`config.mk`:
```
export PLATFORM = sky130hd
export DESIGN_NAME = keypad_scanner
export DESIGN_NICKNAME = d
export VERILOG_FILES = /design/src/rtl/keypad_scanner.sv
export SDC_FILE = /design/constraint.sdc
export NUM_CORES = 1
export LEC_CHECK = 0
export BUFFER_PORTS_ARGS = -buffer_cell sky130_fd_sc_hd__buf_2
export CORE_ASPECT_RATIO = 2
export CORE_UTILIZATION = 45
export CTS_CLUSTER_DIAMETER = 200
export DETAILED_ROUTE_END_ITERATION = 10
export GPL_TIMING_DRIVEN = 0
export PLACE_DENSITY = 0.62
export SLEW_MARGIN = 30
export SYNTH_ARGS = -nofsm -noshare
export SYNTH_HDL_FRONTEND = slang
export SYNTH_SLANG_ARGS = --single-unit
```
`constraint.sdc`:
```
create_clock -name clock_in -period 3.8 [get_ports clock_in]
set_input_delay 0.19 -clock clock_in [delete_from_list [all_inputs] [get_ports clock_in]]
set_output_delay 0.19 -clock clock_in [all_outputs]
set_load 0.01 [all_outputs]
```
`src/rtl/keypad_scanner.sv`:
```
// keypad_scanner: 4x4 matrix keypad reader with frame-level debounce.
// Rotates active-low columns, samples rows, reports one accepted key.
module keypad_scanner #(
   parameter int SCAN_DIV = 50000,
   parameter int DEBOUNCE = 4
) (
   input  logic       clock_in,
   input  logic       CLR,
   input  logic [3:0] row,
   output logic [3:0] col,
   output logic [3:0] key,
   output logic       key_valid,
   output logic       key_held
);

   typedef enum logic [1:0] {
      RES_NONE  = 2'd0,
      RES_ONE   = 2'd1,
      RES_MULTI = 2'd2
   } res_t;

   typedef enum logic {
      S_IDLE = 1'b0,
      S_HELD = 1'b1
   } state_t;

   localparam logic [27:0] TICK_LAST = 28'(SCAN_DIV - 1);
   localparam logic [3:0]  DB_MAX    = 4'(DEBOUNCE);

   logic [3:0]  row_meta;
   logic [3:0]  row_sync;
   logic [27:0] tick;
   logic [1:0]  col_idx;
   logic [1:0]  acc_cnt;
   logic [3:0]  acc_code;
   res_t        cand_type;
   logic [3:0]  cand_code;
   logic [3:0]  stable_cnt;
   state_t      state;

   logic        sample;
   logic        frame_end;
   logic [2:0]  col_hits;
   logic [1:0]  first_row;
   logic [1:0]  sum_cnt;
   logic [3:0]  sum_code;
   res_t        frame_type;
   logic [3:0]  frame_code;
   logic        same;
   logic [3:0]  next_cnt;

   assign sample    = (tick == TICK_LAST);
   assign frame_end = sample && (col_idx == 2'd3);

   // Two-flop synchronizer; rows idle high so reset to all ones
   always_ff @(posedge clock_in) begin
      if (CLR) begin
         row_meta <= 4'hF;
         row_sync <= 4'hF;
      end else begin
         row_meta <= row;
         row_sync <= row_meta;
      end
   end

   // Column period timer and column rotation
   always_ff @(posedge clock_in) begin
      if (CLR) begin
         tick    <= 28'd0;
         col_idx <= 2'd0;
      end else if (sample) begin
         tick    <= 28'd0;
         col_idx <= col_idx + 2'd1;
      end else begin
         tick    <= tick + 28'd1;
      end
   end

   // Active-low one-hot column drive
   always_comb begin
      col = 4'b1110;
      unique case (col_idx)
         2'd0: col = 4'b1110;
         2'd1: col = 4'b1101;
         2'd2: col = 4'b1011;
         2'd3: col = 4'b0111;
      endcase
   end

   // Pressed rows in the current column; lowest row index wins
   always_comb begin
      col_hits  = 3'd0;
      first_row = 2'd0;
      for (int r = 3; r >= 0; r--) begin
         if (!row_sync[r]) begin
            col_hits  = col_hits + 3'd1;
            first_row = 2'(r);
         end
      end
   end

   // Merge this column into the running frame tally
   always_comb begin
      sum_cnt  = acc_cnt;
      sum_code = acc_code;
      if (col_hits != 3'd0) begin
         if (acc_cnt == 2'd0) begin
            sum_code = {col_idx, first_row};
         end
         if ((acc_cnt == 2'd0) && (col_hits == 3'd1)) begin
            sum_cnt = 2'd1;
         end else begin
            sum_cnt = 2'd2;
         end
      end
   end

   // Classify the frame and step the stability counter
   always_comb begin
      frame_type = RES_NONE;
      frame_code = 4'h0;
      if (sum_cnt == 2'd1) begin
         frame_type = RES_ONE;
         frame_code = sum_code;
      end else if (sum_cnt != 2'd0) begin
         frame_type = RES_MULTI;
      end
      same = (frame_type == cand_type) &&
             (frame_code == cand_code);
      if (!same) begin
         next_cnt = 4'd1;
      end else if (stable_cnt == DB_MAX) begin
         next_cnt = stable_cnt;
      end else begin
         next_cnt = stable_cnt + 4'd1;
      end
   end

   // Frame accumulator: tally at each sample, clear at frame end
   always_ff @(posedge clock_in) begin
      if (CLR || frame_end) begin
         acc_cnt  <= 2'd0;
         acc_code <= 4'h0;
      end else if (sample) begin
         acc_cnt  <= sum_cnt;
         acc_code <= sum_code;
      end
   end

   // Debounce candidate and run length of identical frames
   always_ff @(posedge clock_in) begin
      if (CLR) begin
         cand_type  <= RES_NONE;
         cand_code  <= 4'h0;
         stable_cnt <= 4'd0;
      end else if (frame_end) begin
         cand_type  <= frame_type;
         cand_code  <= frame_code;
         stable_cnt <= next_cnt;
      end
   end

   // Press/release FSM with n-key lockout while held
   always_ff @(posedge clock_in) begin
      if (CLR) begin
         state     <= S_IDLE;
         key       <= 4'h0;
         key_valid <= 1'b0;
         key_held  <= 1'b0;
      end else begin
         key_valid <= 1'b0;
         if (frame_end && (next_cnt == DB_MAX)) begin
            unique case (state)
               S_IDLE: begin
                  if (frame_type == RES_ONE) begin
                     key       <= frame_code;
                     key_valid <= 1'b1;
                     key_held  <= 1'b1;
                     state     <= S_HELD;
                  end
               end
               S_HELD: begin
                  if (frame_type == RES_NONE) begin
                     key_held <= 1'b0;
                     state    <= S_IDLE;
                  end
               end
            endcase
         end
      end
   end

endmodule

```
==> reports/metrics.yaml <==
status:
  status: "finished, final reports clean"
place:
  placed_cell_area_sq_um: 3430
  place.gp.congestion: 0.828
  port_buffers: 15
  dp_cells: 486
  hpwl_mm: 5.47
synth:
  synth_area_sq_um: 3250
  synthCells: 381
  ys.flop_type: "dfxtp_1"
  seq_area_frac_synth_pct: 37.6
  syn-num-nets: 400
  async_flop_share_pct: 0
  yosysWarningCount: 0
  avgSynthCellArea_sq_um: 8.52
  synth_edf_count: 0
  synth-seq-cells: 61
  synthDistinctLibCells: 54
route:
  route.detailed.drc: 0
  wl_mm: 7.14
  first_pass_iters: 4
  via_per_inst: 5.31
  final_antenna_net_count: 0
  wl_per_cell_um: 14.2
  via_count: 2674
  drt_iter0_markers: 97
power_and_ir_drop:
  p_per_area_nw_per_um2: 394
  p_leak_nw: 1.41
  peakVddDrop_mv: 0.291
cells_and_area:
  nets: 430
  synthToLayoutAreaGrowth_pct: 16.3
  diodes: 0
  design_area_sq_um: 3780
  layout-drive-gt1-share_pct: 17.4
  final_cells: 504
floorplan:
  initial_core_util_pct: 46.8
  rows: 43
  dieArea_sq_um: 7580
  fp.dieW_um: 62.1
  core_sq_um: 6940
  fp.dieH_um: 122
  io-pin-count: 16
clock_tree:
  clkTransAtPathRegs_ps: 50
  htreeDepth: 3
  clockRootBuffer: "clkbuf_16"
  cts_tree: "built"
  cts_sinks: 61
  numCtsBuffers: 9
  cts.path.max_buffers: 2
  clkLatencyLatePin_ps: 330
sta:
  hold_viol: 0
  fmax_mhz: 282
  setup_viol_count_final: 0
  period_minus_slack_ps: 3540
  grt_setup_unrepaired: "true"
  relSlewSlack_pct: 46.6
  finalCritPeriodShare_pct: 93.2
  skew_ps: 8.21
  drv_slew: 0
  worst_pin_slew_ps: 793
min_path:
  worstHoldPathType: "in -> reg"
  holdPathStages: 2
setup_path:
  crit_fanout: 7
  required_ps: 4060
  criticalPathCategory: "reg -> reg"
  ff2ff_path_depth: 16
  r2r_setup_slack_ps: 260
  start_kind: "register"
  cp-end-kind: "register"
  arrival_ps: 3800
global_route:
  grt_usage_pct: 21.0
  grt_max_degree: 11
  grt-ovfl-total: 0
  grt_pass1_vias: 2563
  grt_pass1_wl_mm: 11.3
  grt_antenna_before_repair: 0
job:
  maxCapViolations: 0
==> where the power goes <==
group / switching, mW / internal [mW]
Combinational: 0.0638 / 0.0426
Clock: 0.263 / 0.466
Sequential: 0.00443 / 0.648
Total: 0.331 / 1.16
==> worst paths after layout <==
check	startpoint	end
worst max register to register	row_sync[2]$_SDFF_PP1_	key[3]$_SDFFE_PP0P_
worst max-delay path	row_sync[2]$_SDFF_PP1_	key[3]$_SDFFE_PP0P_
worst min register to register	row_meta[1]$_SDFF_PP1_	row_sync[1]$_SDFF_PP1_
worst min-delay path	row[1]	row_meta[1]$_SDFF_PP1_
==> critical path: stages (launching register included) <==
cell,delay [ps]
dfxtp_1,380
inv_1,60
ha_1,280
buf_2,170
xnor2_1,140
ha_2,210
nor3_1,240
a311oi_2,100
o31ai_4,190
buf_4,190
mux2_2,420
o21ai_0,220
o2bb2ai_2,200
buf_4,180
o211ai_4,110
or2_1,260
a21oi_2,120
==> layout make-up <==
type	instances	area [sq um]
Fill cell	665	3160
Multi-Input combinational cell	286	1930
Sequential cell	61	1220
Clock buffer	12	256
Tap cell	90	113
Timing Repair Buffer	19	105
Inverter	21	78.8
Buffer	13	65.1
Clock inverter	2	10.0
==> cell usage in the layout (no fill, tap or decap), types with 2 or more instances in the layout <==
cell type / n
mux2_2: 4
nor3b_1: 3
nor2_1: 55
or2_2: 10
o21bai_1: 2
a211oi_1: 4
nor2b_1: 2
nor4b_1: 2
and3_1: 2
nor4_1: 7
clkinv_2: 2
o211ai_4: 3
nand2_1: 36
a21oi_1: 24
or3_1: 9
inv_1: 20
clkbuf_16: 9
buf_4: 6
xor2_1: 15
buf_2: 16
nand3_1: 16
ha_1: 12
nand3b_1: 5
dfxtp_1: 61
nand4_1: 9
or4_1: 2
clkbuf_1: 10
nor4_4: 2
mux2i_1: 4
clkbuf_8: 2
xnor2_1: 12
a21o_1: 2
nor3_1: 9
o21ai_0: 10
==> routing by layer <==
metal  part of all wire (%)  vias to the layer above  GRT usage, %  wire length (um)
li1                       -                     1370             -                 -
met1                     37                     1260          18.3              2660
met2                     58                       30          39.8              4150
met3                    2.0                       14          4.46               142
met4                    2.6                        0          12.8               187
met5                      0                        -             0                 0
==> metrics by stage <==
step           TNS [ps]  utilization, %  hold slack, ps  power (mW)  setup WS, ps
2_1_floorplan         0               -             294       0.737           498
3_3_place_gp          0            49.5             372       0.760          58.2
3_5_place_dp          0            49.5             376       0.762          4.35
4_1_cts               0            53.3            34.4        1.49         0.162
5_1_grt          -0.959            54.4            37.0        1.54        -0.959
6_report              0            54.4            43.5        1.49           257
==> cell usage after synthesis, types with 6 or more instances <==
cell type,number,area share (%)
inv_1,20,2.3
nand4_1,9,1.7
dfxtp_1,61,38
clkbuf_1,9,1.0
nor3_1,9,1.4
nor2_1,55,6.4
nand2_1,36,4.2
nand3_1,16,2.5
or2_2,10,1.9
mux2i_1,6,1.8
xnor2_1,12,3.2
o21ai_0,10,1.5
ha_1,13,5.0
or3_1,9,1.7
a21oi_1,24,3.7
xor2_1,15,4.0
nor4_1,7,1.3
==> flip-flops by register name, summed over array words and instances (netlist names), named ones only <==
name,count
cand_code,4
key_held,1
row_sync,4
tick,28
acc_cnt,2
stable_cnt,4
row_meta,4
col_idx,2
cand_type,2
key,4
key_valid,1
acc_code,4
==> cell families after synthesis <==
| family | share of synthesized area (%) |
|---|---|
| buf+inv | 4.43 |
| compound gates | 12.8 |
| flops | 37.6 |
| simple gates | 28.5 |
| mux | 3.24 |
| fa+ha+maj | 5.36 |
| xor+xnor | 8.05 |
==> timing repair <==
action	4_1_cts	5_1_grt
setup buffers	0	4
resized for setup	0	8
setup endpoints to repair	0	10
hold buffers	0	0
No activity file was read; power rests on OpenSTA's default activity.
